## config.mk

```make
export PLATFORM = sky130hd
export DESIGN_NAME = edf_irq_claim_flat
export DESIGN_NICKNAME = d
export VERILOG_FILES = /design/src/rtl/edf_irq_claim_if.sv /design/src/rtl/edf_irq_claim.sv /design/src/flat_wrapper.sv
export SDC_FILE = /design/constraint.sdc
export NUM_CORES = 1
export LEC_CHECK = 0
export BUFFER_PORTS_ARGS = -buffer_cell sky130_fd_sc_hd__buf_4
export CAP_MARGIN = 40
export CORE_MARGIN = 5
export CORE_UTILIZATION = 47
export CTS_CLUSTER_DIAMETER = 80
export DETAILED_ROUTE_END_ITERATION = 8
export GPL_TIMING_DRIVEN = 0
export PLACE_DENSITY = 0.73
export SYNTH_ARGS = -nofsm -noshare
export SYNTH_HDL_FRONTEND = slang
export SYNTH_SLANG_ARGS = --single-unit
```

## constraint.sdc

```tcl
create_clock -name clk_i -period 1.7 [get_ports clk_i]
set_input_delay 0.255 -clock clk_i [delete_from_list [all_inputs] [get_ports clk_i]]
set_output_delay 0.255 -clock clk_i [all_outputs]
set_load 0.005 [all_outputs]
```

## src/rtl/edf_irq_claim_if.sv

```systemverilog
// Handshake bundle between the priority queue, the claim stage and the core.
// Signal names are seen from the claim stage: _i enters it, _o leaves it.
interface edf_irq_claim_if #(
    parameter int unsigned IdWidth = 1
);
    logic               id_valid_i;
    logic [IdWidth-1:0] id_i;
    logic               pop_o;
    logic               irq_valid_o;
    logic [IdWidth-1:0] irq_id_o;
    logic               irq_ack_i;
    logic               irq_done_i;

    // Claim stage side.
    modport slave (
        input  id_valid_i, id_i, irq_ack_i, irq_done_i,
        output pop_o, irq_valid_o, irq_id_o
    );

    // Queue/core side (drives the request inputs, observes the outputs).
    modport master (
        output id_valid_i, id_i, irq_ack_i, irq_done_i,
        input  pop_o, irq_valid_o, irq_id_o
    );
endinterface

```

## src/rtl/edf_irq_claim.sv

```systemverilog
// EDF interrupt claim stage: presents the earliest-deadline candidate to the
// core, pops it from the queue on ack, and times the service interval with an
// optional overrun budget. All outputs are registered.
module edf_irq_claim #(
    parameter int unsigned NrParIrqs  = 2,
    parameter int unsigned CntWidth   = 16,
    parameter int unsigned MaxService = 0,
    localparam int unsigned IdWidth   = (NrParIrqs > 1) ? $clog2(NrParIrqs) : 1
) (
    input  logic                clk_i,
    input  logic                rst_i,
    edf_irq_claim_if.slave      bus_if,
    output logic                busy_o,
    output logic [IdWidth-1:0]  claimed_id_o,
    output logic [CntWidth-1:0] svc_cnt_o,
    output logic                overrun_o
);

    localparam logic [1:0] StIdle    = 2'd0;
    localparam logic [1:0] StPresent = 2'd1;
    localparam logic [1:0] StService = 2'd2;

    logic [1:0]          state_q, state_d;
    logic                pop_q, pop_d;
    logic                irq_valid_q, irq_valid_d;
    logic [IdWidth-1:0]  irq_id_q, irq_id_d;
    logic                busy_q, busy_d;
    logic [IdWidth-1:0]  claimed_id_q, claimed_id_d;
    logic [CntWidth-1:0] svc_cnt_q, svc_cnt_d;
    logic                overrun_q, overrun_d;
    logic [CntWidth-1:0] svc_cnt_inc;

    // Saturating increment; the counter never wraps.
    assign svc_cnt_inc = (svc_cnt_q == {CntWidth{1'b1}}) ? svc_cnt_q
                                                         : svc_cnt_q + CntWidth'(1);

    // Next-state logic for the claim FSM and all registered outputs.
    always_comb begin
        state_d      = state_q;
        pop_d        = 1'b0;
        irq_valid_d  = irq_valid_q;
        irq_id_d     = irq_id_q;
        busy_d       = busy_q;
        claimed_id_d = claimed_id_q;
        svc_cnt_d    = svc_cnt_q;
        overrun_d    = overrun_q;

        case (state_q)
            StIdle: begin
                if (bus_if.id_valid_i) begin
                    state_d     = StPresent;
                    irq_valid_d = 1'b1;
                    irq_id_d    = bus_if.id_i;
                end
            end
            StPresent: begin
                if (bus_if.irq_ack_i) begin
                    // Claim binds to the ID the core saw this cycle, even if the
                    // queue withdraws or reorders in the same cycle.
                    state_d      = StService;
                    irq_valid_d  = 1'b0;
                    pop_d        = 1'b1;
                    busy_d       = 1'b1;
                    claimed_id_d = irq_id_q;
                    svc_cnt_d    = '0;
                    overrun_d    = 1'b0;
                end else if (bus_if.id_valid_i) begin
                    irq_id_d = bus_if.id_i;
                end else begin
                    state_d     = StIdle;
                    irq_valid_d = 1'b0;
                end
            end
            StService: begin
                if (bus_if.irq_done_i) begin
                    // Counter and overrun keep their final values for inspection.
                    state_d = StIdle;
                    busy_d  = 1'b0;
                end else begin
                    svc_cnt_d = svc_cnt_inc;
                    // Compared in 32 bits so a budget beyond the counter range
                    // can never match.
                    if (MaxService != 0 && 32'(svc_cnt_inc) == MaxService) begin
                        overrun_d = 1'b1;
                    end
                end
            end
            default: begin
                state_d     = StIdle;
                irq_valid_d = 1'b0;
                busy_d      = 1'b0;
            end
        endcase
    end

    // State and output registers, cleared asynchronously.
    always_ff @(posedge clk_i or posedge rst_i) begin
        if (rst_i) begin
            state_q      <= StIdle;
            pop_q        <= 1'b0;
            irq_valid_q  <= 1'b0;
            irq_id_q     <= '0;
            busy_q       <= 1'b0;
            claimed_id_q <= '0;
            svc_cnt_q    <= '0;
            overrun_q    <= 1'b0;
        end else begin
            state_q      <= state_d;
            pop_q        <= pop_d;
            irq_valid_q  <= irq_valid_d;
            irq_id_q     <= irq_id_d;
            busy_q       <= busy_d;
            claimed_id_q <= claimed_id_d;
            svc_cnt_q    <= svc_cnt_d;
            overrun_q    <= overrun_d;
        end
    end

    assign bus_if.pop_o       = pop_q;
    assign bus_if.irq_valid_o = irq_valid_q;
    assign bus_if.irq_id_o    = irq_id_q;
    assign busy_o             = busy_q;
    assign claimed_id_o       = claimed_id_q;
    assign svc_cnt_o          = svc_cnt_q;
    assign overrun_o          = overrun_q;

endmodule

```

## src/flat_wrapper.sv

```systemverilog
// flat-port wrapper written by rule: the top's interface ports become plain ports
module edf_irq_claim_flat 
#(
    parameter int unsigned NrParIrqs  = 2,
    parameter int unsigned CntWidth   = 16,
    parameter int unsigned MaxService = 0,
    localparam int unsigned IdWidth   = (NrParIrqs > 1) ? $clog2(NrParIrqs) : 1
)
  (clk_i, rst_i, busy_o, claimed_id_o, svc_cnt_o, overrun_o, bus_if_id_valid_i, bus_if_id_i, bus_if_irq_ack_i, bus_if_irq_done_i, bus_if_pop_o, bus_if_irq_valid_o, bus_if_irq_id_o);
  edf_irq_claim_if #(.IdWidth(1)) bus_if_i ();
  input  logic clk_i;
  input  logic rst_i;
  output logic busy_o;
  output logic [IdWidth-1:0] claimed_id_o;
  output logic [CntWidth-1:0] svc_cnt_o;
  output logic overrun_o;
  input wire logic [$bits(bus_if_i.id_valid_i)-1:0] bus_if_id_valid_i;
  input wire logic [$bits(bus_if_i.id_i)-1:0] bus_if_id_i;
  input wire logic [$bits(bus_if_i.irq_ack_i)-1:0] bus_if_irq_ack_i;
  input wire logic [$bits(bus_if_i.irq_done_i)-1:0] bus_if_irq_done_i;
  output wire logic [$bits(bus_if_i.pop_o)-1:0] bus_if_pop_o;
  output wire logic [$bits(bus_if_i.irq_valid_o)-1:0] bus_if_irq_valid_o;
  output wire logic [$bits(bus_if_i.irq_id_o)-1:0] bus_if_irq_id_o;
  assign bus_if_i.id_valid_i = bus_if_id_valid_i;
  assign bus_if_i.id_i = bus_if_id_i;
  assign bus_if_i.irq_ack_i = bus_if_irq_ack_i;
  assign bus_if_i.irq_done_i = bus_if_irq_done_i;
  assign bus_if_pop_o = bus_if_i.pop_o;
  assign bus_if_irq_valid_o = bus_if_i.irq_valid_o;
  assign bus_if_irq_id_o = bus_if_i.irq_id_o;
  edf_irq_claim #(.NrParIrqs(NrParIrqs), .CntWidth(CntWidth), .MaxService(MaxService)) u_core (.clk_i(clk_i), .rst_i(rst_i), .bus_if(bus_if_i), .busy_o(busy_o), .claimed_id_o(claimed_id_o), .svc_cnt_o(svc_cnt_o), .overrun_o(overrun_o));
endmodule
```

==> flow_summary_export.csv <==
group,metric,value,unit
outcome,status,"finished, violations left",
outcome,violations,"setup timing",
layout,diodes,0,
synth,synth_cells,126,
global_routing,grt_max_degree,14,
synth,ys_warn_count,0,
drt,routed-wl-met2,1.54,mm
synth,synth_top_area_cell,"dfrtp_1",
sta,fmax,553,MHz
drt,drt-vias-per-instance,5.75,
floorplanning,core,2430,µm²
worst_setup_path,path_buf_inv,1,
sta,layout_min_cycle_time,1.81,ns
drt,dr.pass1.iters,4,
synth,yosys_register_bits,23,
place,place_congestion,0.885,
floorplanning,initial_utilization,0.484,
power,ir_drop,0.000716,V
layout,fin_area,1740,µm²
clock_tree,clockRootBuffer,"clkbuf_4",
synth,synth_cell_types,27,
worst_setup_path,crit_slowest_cell,"or4_4",
clock_tree,clock_path_buffers,2,
floorplanning,die_area,3610,µm²
sta,fin_worst_skew,0.00483,ns
clock_tree,htreeDepth,1,
worst_hold_path,hold_path.class,"in -> reg",
worst_setup_path,r2r-start,"u_core.svc_cnt_o[14]",
layout,layout_commonest_cell,"buf_4",
global_routing,grt_pass1_vias,1058,
synth,syn_avg_cell_area,9.34,µm²
sta,slew_viol_final,0,
sta,setup_slack,-0.107,ns
synth,synth_top_area_share,0.489,
worst_setup_path,crit_path_start_kind,"register",
synth,async_reset_ff_frac,1.00,
clock_tree,clk_latency,0.31,ns
drt,top_layer,"met4",
worst_setup_path,cp.required,1.92,ns
sta,setup_viol,15,
floorplanning,pin_count,28,
worst_setup_path,path_delay_family,"simple AND/OR/NAND/NOR gates",
synth,synthTopCellsByArea,"dfrtp_1 (49%), o21ai_0 (8.1%), o31ai_1 (6.4%)",
worst_setup_path,cp-startpoint,"u_core.svc_cnt_o[14]",
layout,layout.nets,190,
clock_tree,cts_sinks,23,
worst_hold_path,hold_start,"bus_if_irq_ack_i",
drt,antenna_left,0,
synth,synth_ff_type,"dfrtp_1",
worst_setup_path,slowest_delay,0.57,ns
synth,synth_nets,133,
power,p_per_area,691,nW/µm²
synth,synth_edf_count,0,
clock_tree,cts_tree,"built",
place,pre_cts_slack,-0.245,ns
layout,area_growth,48.1,%
layout,final_cells,212,
floorplanning,fp-row-count,18,
global_routing,antenna_found_initial,0,
drt,drt_iter0_drc,78,
clock_tree,clkSlewWorstSetupHoldPaths,0.13,ns
power,static-leakage-power,0.815,nW
worst_setup_path,critical_path_class,"reg -> reg",
layout,final_util,0.717,
flow_run,maxCapViolations,0,
global_routing,grtUsageTotal,0.186,
floorplanning,die_w,60.1,µm
place,dp.cells,183,
sta,rsz0062_at_grt,"yes",
place,placed_cell_area,1430,µm²
drt,drt-met1-wl,1.34,mm
place,portBuffers,26,
worst_setup_path,crit_chain,"nand4_1 -> or4_4 -> a21oi_4 -> buf_6 -> o21ai_1 -> o31ai_1",
sta,hold_violations,0,
place,place_hpwl,2.06,mm
clock_tree,cts_inserted_buffers,3,
floorplanning,die_h,60.1,µm
synth,syn-cell-area,1180,µm²
synth,ys_seq_area_frac,0.489,
drt,wl_per_cell,15.1,µm
worst_setup_path,cp_max_fo,6,
worst_setup_path,end_kind,"register",
global_routing,grt_pass1_wl,5.09,mm
worst_setup_path,cp.arrival,2.03,ns
drt,route.met3.wl,260,µm
global_routing,grt.overflow.total,0,
layout,final_cell_mix,"buf_4 (48), dfrtp_1 (18), nand2_1 (14), o31ai_1 (9), o21ai_2 (9)",
drt,num_vias,1219,
layout,final_layout_size_suffix_gt1_frac,0.489,
sta,setup_tns,-1.13,ns
drt,drt-total-wl,3.19,mm
drt,drc,0,
sta,finalCritPeriodShare,1.06,
-- power breakdown --
part           internal [mW]  switching (mW)  leakage (nW)
clock network         0.0878           0.170        0.0177
logic                  0.160           0.154         0.497
registers              0.594          0.0394         0.300
-- cells in the mapped netlist, drive strengths merged (2+ instances only) --
| cell type | n |
|---|---|
| nand3 | 8 |
| o31ai | 10 |
| a31oi | 3 |
| inv | 4 |
| nand2b | 2 |
| o41ai | 3 |
| a41oi | 2 |
| or2 | 2 |
| nor2 | 9 |
| nand2 | 16 |
| o21ai | 19 |
| nand4 | 6 |
| dfrtp | 23 |
| a21oi | 6 |
| buf | 4 |
-- cell families (layout without fill, tap and decap cells) --
| group | Yosys count | count (layout) | synth area share |
|---|---|---|---|
| AOI/OAI and AO/OA | 43 | 43 | 0.233 |
| adders and majority gates | 1 | 1 | 0.0106 |
| buffers and inverters | 10 | 66 | 0.0584 |
| DFF | 23 | 23 | 0.489 |
| muxes | 1 | 1 | 0.00956 |
| other | 1 | 1 | 0.00319 |
| and+or+nand+nor | 47 | 47 | 0.197 |
-- timing repair --
action                                  in CTS  in global routing
setup buffers                               12                 11
gates resized for setup                     15                 19
gates cloned                                 1                  0
endpoints found under the setup margin      15                 15
pin swaps                                    9                  4
hold buffers                                 1                  0
endpoints found under the hold margin       11                  0
-- state kept, by name (all words and copies together) (netlist names) --
| name | cells |
|---|---|
| u_core.bus_if.irq_id_o | 1 |
| u_core.bus_if.irq_valid_o | 1 |
| u_core.bus_if.pop_o | 1 |
| u_core.busy_o | 1 |
| u_core.claimed_id_o | 1 |
| u_core.state_q | 2 |
| u_core.svc_cnt_o | 16 |
-- metal layers --
metal  vias to the layer above  global-route usage
li1                        575                   -
met1                       576               0.245
met2                        62               0.304
met3                         6              0.0302
met4                         0              0.0728
met5                         -                   0
-- per-stage QoR --
step                      hold slack, ns  total power, mW
final                              0.129             1.21
after global routing               0.121             1.28
after CTS                          0.121             1.19
after detailed placement           0.301            0.881
after global placement             0.467            0.870
after floorplan                    0.257            0.764
-- area by class of cell --
| type | instances | area, µm² |
|---|---|---|
| Fill cell | 183 | 688 |
| Multi-Input combinational cell | 93 | 617 |
| Sequential cell | 23 | 582 |
| Timing Repair Buffer | 52 | 412 |
| Buffer | 6 | 53.8 |
| Tap cell | 30 | 37.5 |
| Clock buffer | 3 | 22.5 |
| Inverter | 4 | 15.0 |
| Clock inverter | 1 | 5.00 |
-- worst paths after layout --
kind                            cells past startpoint              endpoint  slack (ns)
worst max-delay path                                6   u_core.svc_cnt_o[4]       -0.11
min in group asynchronous                           3   u_core.claimed_id_o        0.50
worst min register to register                      2         u_core.busy_o        0.51
worst max register to register                      6   u_core.svc_cnt_o[4]       -0.11
max in group asynchronous                           4  u_core.svc_cnt_o[10]        0.74
worst min-delay path                                2     u_core.state_q[0]        0.13
-- worst reg2reg max path: stages, from the launching register on --
cell	delay [ns]
dfrtp_1	0.43
nand4_1	0.15
or4_4	0.57
a21oi_4	0.27
buf_6	0.17
o21ai_1	0.06
o31ai_1	0.07
Power figures use the tool's default switching activity.
